==> src/rtl/bcd_seg_scan.sv <==
// rtl/bcd_seg_scan.sv - four-digit multiplexed seven-segment driver for packed BCD
module bcd_seg_scan #(
    parameter int SCAN_DIV = 50000,
    parameter int BLANK_LZ = 1
) (
    input  logic        clk,
    input  logic        reset_n,
    input  logic [15:0] bcd_in,
    input  logic        load,
    output logic [3:0]  an_n,
    output logic [6:0]  seg_n,
    output logic        dp_n,
    output logic        frame_start,
    output logic        pending
);

    localparam int CW = (SCAN_DIV > 2) ? $clog2(SCAN_DIV) : 1;
    localparam logic [CW-1:0] CNT_LAST = CW'(SCAN_DIV - 1);

    // Segment codes, active-low, bit order {g,f,e,d,c,b,a}.
    localparam logic [6:0] SEG_BLANK = 7'h7F;
    localparam logic [6:0] SEG_DASH  = 7'h3F;

    logic [CW-1:0] cnt;
    logic [1:0]    idx;
    logic [15:0]   shadow;
    logic [15:0]   active;

    logic          cnt_wrap;
    logic          frame_end;
    logic [3:0]    nibble;
    logic          upper_zero;
    logic [6:0]    seg_next;
    logic [3:0]    an_next;
    logic          start_next;

    assign cnt_wrap  = (cnt == CNT_LAST);
    assign frame_end = cnt_wrap && (idx == 2'd3);

    // The decimal point is not used by this display.
    assign dp_n = 1'b1;

    // Per-digit dwell counter and digit index.
    always_ff @(posedge clk or negedge reset_n) begin
        if (!reset_n) begin
            cnt <= '0;
            idx <= 2'd0;
        end else if (cnt_wrap) begin
            cnt <= '0;
            idx <= idx + 2'd1;
        end else begin
            cnt <= cnt + CW'(1);
        end
    end

    // Shadow capture and frame-aligned promotion; the promotion always uses
    // the pre-load shadow so a load on the boundary waits one more frame.
    always_ff @(posedge clk or negedge reset_n) begin
        if (!reset_n) begin
            shadow  <= 16'h0000;
            active  <= 16'h0000;
            pending <= 1'b0;
        end else begin
            if (frame_end && pending) begin
                active  <= shadow;
                pending <= 1'b0;
            end
            if (load) begin
                shadow  <= bcd_in;
                pending <= 1'b1;
            end
        end
    end

    // Digit select, leading-zero detection and glyph decode.
    always_comb begin
        nibble     = active[idx*4 +: 4];
        upper_zero = 1'b0;
        case (idx)
            2'd1:    upper_zero = (active[15:4]  == 12'h000);
            2'd2:    upper_zero = (active[15:8]  == 8'h00);
            2'd3:    upper_zero = (active[15:12] == 4'h0);
            default: upper_zero = 1'b0;
        endcase

        seg_next = SEG_DASH;
        if ((BLANK_LZ != 0) && upper_zero) begin
            seg_next = SEG_BLANK;
        end else begin
            case (nibble)
                4'd0:    seg_next = 7'h40;
                4'd1:    seg_next = 7'h79;
                4'd2:    seg_next = 7'h24;
                4'd3:    seg_next = 7'h30;
                4'd4:    seg_next = 7'h19;
                4'd5:    seg_next = 7'h12;
                4'd6:    seg_next = 7'h02;
                4'd7:    seg_next = 7'h78;
                4'd8:    seg_next = 7'h00;
                4'd9:    seg_next = 7'h10;
                default: seg_next = SEG_DASH;
            endcase
        end

        an_next    = ~(4'b0001 << idx);
        start_next = (idx == 2'd0) && (cnt == '0);
    end

    // Registered display outputs, one cycle behind idx/active.
    always_ff @(posedge clk or negedge reset_n) begin
        if (!reset_n) begin
            an_n        <= 4'b1111;
            seg_n       <= SEG_BLANK;
            frame_start <= 1'b0;
        end else begin
            an_n        <= an_next;
            seg_n       <= seg_next;
            frame_start <= start_next;
        end
    end

endmodule

==> config.mk <==
export PLATFORM = sky130hd
export DESIGN_NAME = bcd_seg_scan
export DESIGN_NICKNAME = d
export VERILOG_FILES = /design/src/rtl/bcd_seg_scan.sv
export SDC_FILE = /design/constraint.sdc
export NUM_CORES = 1
export LEC_CHECK = 0
export ABC_CLOCK_PERIOD_IN_PS = 2520
export CAP_MARGIN = 20
export CELL_PAD_IN_SITES_DETAIL_PLACEMENT = 1
export CELL_PAD_IN_SITES_GLOBAL_PLACEMENT = 1
export CORE_ASPECT_RATIO = 1.75
export CORE_UTILIZATION = 45
export DETAILED_ROUTE_END_ITERATION = 8
export PLACE_DENSITY = 0.83
export SETUP_SLACK_MARGIN = 0.1
export SYNTH_ARGS = -nofsm -noshare
export SYNTH_HDL_FRONTEND = slang
export SYNTH_SLANG_ARGS = --single-unit
==> constraint.sdc <==
create_clock -name clk -period 2.52 [get_ports clk]
set_clock_uncertainty 0.15 [all_clocks]
set_input_delay 0.378 -clock clk [delete_from_list [all_inputs] [get_ports clk]]
set_output_delay 0.378 -clock clk [all_outputs]
set_load 0.03 [all_outputs]
==> metrics.md <==
| Metric | Value |
|---|---|
| Status | `finished clean` |
| Worst path slowest cell | `dfrtp_1` |
| Placed insts | `333` |
| Via-per-instance ratio | `~5.3` |
| Die ar. | `between 6000 and 7000 um^2` |
| Row Count | `38` |
| Startpoint types | `flip-flop` |
| Max-slew violations | `0` |
| CP Buf/Inv Count | `1` |
| EDFF count, synth | `0` |
| All-Layer GR Usage | `19.7%` |
| Multi-input combinational cell area | `1220 um^2` |
| Clock share of power | `50.1%` |
| Internal Dissipation | `1.85 mW` |
| Clock slew at reported path FFs | `0.07 ns` |
| Initial antenna violation count | `0` |
| Unrepaired setup endpoints after global routing | `false` |
| Avg Inst Size Synth | `around 13 um^2` |
| # Max-Cap Violations | `0` |
| Top cell type's share of synthesized area | `~45%` |
| Placed standard-cell area | `3300 um^2` |
| Setup-failing EPs final | `0` |
| PortBufs | `31` |
| Non-Filler Instances | `350` |
| Sequential share of power | `46.1%` |
| Final nets | `295` |
| Mux contribution to synthesized area | `~17%` |
| Hold Path Class | `reg -> reg` |
| Vias | `1,858` |
| Cell family with most CP delay | `simple AND/OR/NAND/NOR gates` |
| Worst Tran Pin Value | `around 0.78 ns` |
| Routability congestion estimate | `a little under 0.8` |
| N_diodes | `0` |
| Yosys reg bits | `63` |
| Top cells by count, synth | `dfrtp_1, mux2_2, nor2_1, inv_1` |
| Grt total ovfl | `0` |
| Number of I/O pins | `33` |
| Period minus WS final | `2.17 ns` |
| Number of synthesis warnings | `0` |
| DR WL/cell | `around 16 um` |
| First-pass GRT wire length | `9.80 mm` |
| Cells after Synth | `226` |
| Cell chain of the critical path | `ha_1 -> and3_1 -> nand4_4 -> nor3_4 -> buf_4 -> mux2_2` |
| CTS root buf | `clkbuf_8` |
| Crit Path Class | `reg -> reg` |
| TritonCTS sink count | `63` |
| Largest net degree at the start of global routing | `64` |
| Arrival @ worst endpoint | `2.26 ns` |
| Logic pwr share | `3.8%` |
| Initial DRT Pass Iterations | `5` |
| Final Util | `between 50% and 60%` |
| Worst slack, placed | `approximately 0.33 ns` |
| Slew HR | `48.0%` |
| Filler Cells Inserted | `639` |
| Core ar. | `6230 um^2` |
| H-tree depth | `3` |
| Die W | `62.9 um` |
| Setup TNS Final | `0 ns` |
| Initial Util | `46.9%` |
| Worst endpoint required time | `roughly 2.6 ns` |
| Post-DRT Antenna Nets | `0` |
| Synth cell types | `40` |
| Simple-gate share of the synthesized area | `between 10% and 20%` |
| Compound-Gate Fraction of Synth Area | `4.07%` |
| PwrDens | `approximately 640 nW/um^2` |
| CP peak stage delay | `0.40 ns` |
| Adder-cell share of the synthesized area | `about 4.7%` |
| Vias in the first global route | `1,984` |
| Top_reg_cell synth | `dfrtp_1` |
| Top-count cell post-synth | `dfrtp_1` |
| Mapped Nets | `256` |
| DRT iter0 DRCs | `46` |
| DR DRC count | `0` |
| P_sw | `about 0.44 mW` |
| Worst setup margin | `0.349 ns` |
| Worst-skew pair later-pin latency | `between 0.3 and 0.4 ns` |
| Period utilization | `between 80% and 90%` |
| Vert. Die Dim | `109 um` |
| Cell Area, Synth | `2920 um^2` |
| Hpwl dp | `4.01 mm` |
| Total CTS buffers | `9` |
| Postcts setup bufs | `0` |
| Area Overhead vs Synth | `22.3%` |
| Largest family of logic cells by synthesized area | `multiplexers` |
| Leakage | `1.58 nW` |
| Fraction of layout instances using a drive strength above 1 | `27.0%` |
| CP Max Fanout | `16` |
| Synth area leaders | `dfrtp_1, dfstp_2, mux2_2` |
| Asr flop ratio synth | `100%` |
| VDD IR max | `0.494 mV` |
| Fmax achieved | `0.461 GHz` |
| CTS tree | `done` |
| Post-layout instance area | `between 3000 and 4000 um^2` |
| Setup crit end kind | `flip-flop` |
| Final Hold Vio Count | `0` |
| XOR/XNOR Fraction of Synth Area | `3.90%` |
| Sequential fraction of the synthesis area | `54.4%` |
| Register area | `1590 um^2` |
| Max Buffers Root-to-Sink | `2` |
| Sw frac | `19.3%` |
| Routed WL | `5.58 mm` |
| Yosys top cell by area | `dfrtp_1` |
==> routing by layer <==
| metal | routed length, um | up-vias | part of all wire, % | global-route usage [%] |
|---|---|---|---|---|
| li1 | - | 868 | - | - |
| met1 | 2170 | 940 | 39 | 21.7 |
| met2 | 3080 | 39 | 55 | 33.1 |
| met3 | 176 | 11 | 3.2 | 6.38 |
| met4 | 149 | 0 | 2.7 | 11.6 |
| met5 | 0 | - | 0 | 0 |
==> final timing paths <==
path,from,to,slack (ns),cells after the start
worst max register to register,cnt[0],active[0],0.35,6
worst max-delay path,cnt[0],active[0],0.35,6
worst min-delay path,cnt[0],cnt[0],0.35,1
min in group asynchronous,reset_n,shadow[0],0.42,3
worst min register to register,cnt[0],cnt[0],0.35,1
max in group asynchronous,reset_n,an_n[3],1.48,3
==> cell usage in the layout (no fill, tap or decap), types with 2 or more instances in the layout <==
| cell type | instances |
|---|---|
| dfrtp_1 | 52 |
| clkdlybuf4s50_1 | 30 |
| mux2_2 | 23 |
| nor2_1 | 13 |
| inv_1 | 12 |
| nand2_1 | 11 |
| ha_1 | 11 |
| dfstp_2 | 11 |
| mux2_4 | 10 |
| xor2_1 | 9 |
| clkbuf_8 | 9 |
| o21ai_0 | 8 |
| a21oi_1 | 7 |
| nand4_1 | 5 |
| mux4_2 | 4 |
| nand2b_1 | 4 |
| nand3_1 | 4 |
| xnor2_1 | 4 |
| bufinv_16 | 4 |
| nor3_1 | 3 |
| nor4_1 | 3 |
| and3_1 | 3 |
| or4_1 | 3 |
| buf_4 | 3 |
| nor2b_1 | 2 |
| or3_1 | 2 |
| o31ai_1 | 2 |
==> per-stage QoR <==
step / hold WS [ns] / power, mW
2_1_floorplan: -0.0676 / 1.10
3_3_place_gp: 0.259 / 1.16
3_5_place_dp: 0.263 / 1.16
4_1_cts: 0.355 / 2.32
5_1_grt: 0.381 / 2.36
6_report: 0.352 / 2.29
==> kinds of logic after synthesis <==
group,count (synthesis)
DFF,63
and+or+nand+nor,60
muxes,37
AOI/OAI and AO/OA,21
buffers and inverters,20
xor gates and xnor gates,13
adders and majority gates,11
other,1
==> final cells by class <==
cell class | count | share of cell area (%)
repair buffers | 36 | 10.0
inverters | 12 | 1.26
well taps | 80 | 2.80
multi-input cells | 143 | 34.2
flip-flops and latches | 63 | 44.5
clock buffers | 10 | 3.57
clock inverters | 6 | 3.71
==> timing repair <==
item / in CTS / in global routing
gates resized for setup: 0 / 0
hold buffers: 1 / 0
endpoints found under the hold margin: 52 / 0
setup endpoints to repair: 0 / 0
==> power groups by stage <==
stage          clock, mW  combinational [mW]  sequential [mW]
6_report            1.14              0.0879             1.05
5_1_grt             1.21              0.0978             1.06
4_1_cts             1.17              0.0909             1.05
3_5_place_dp           0              0.0892             1.07
3_3_place_gp           0              0.0855             1.07
2_1_floorplan          0              0.0350             1.06
==> worst register-to-register path, delay by kind of cell (launching register included) <==
kind / cells / cell delay (ns)
simple gates: 3 / 0.63
fa+ha+maj: 1 / 0.19
mux: 1 / 0.39
flops: 1 / 0.40
buf+inv: 1 / 0.29
==> flip-flops by register name, summed over array words and instances, names as in the netlist <==
signal,flops
idx,2
active,16
frame_start,1
an_n,4
shadow,16
cnt,16
pending,1
seg_n,7
Note: power is estimated with default switching activity, not from simulation.
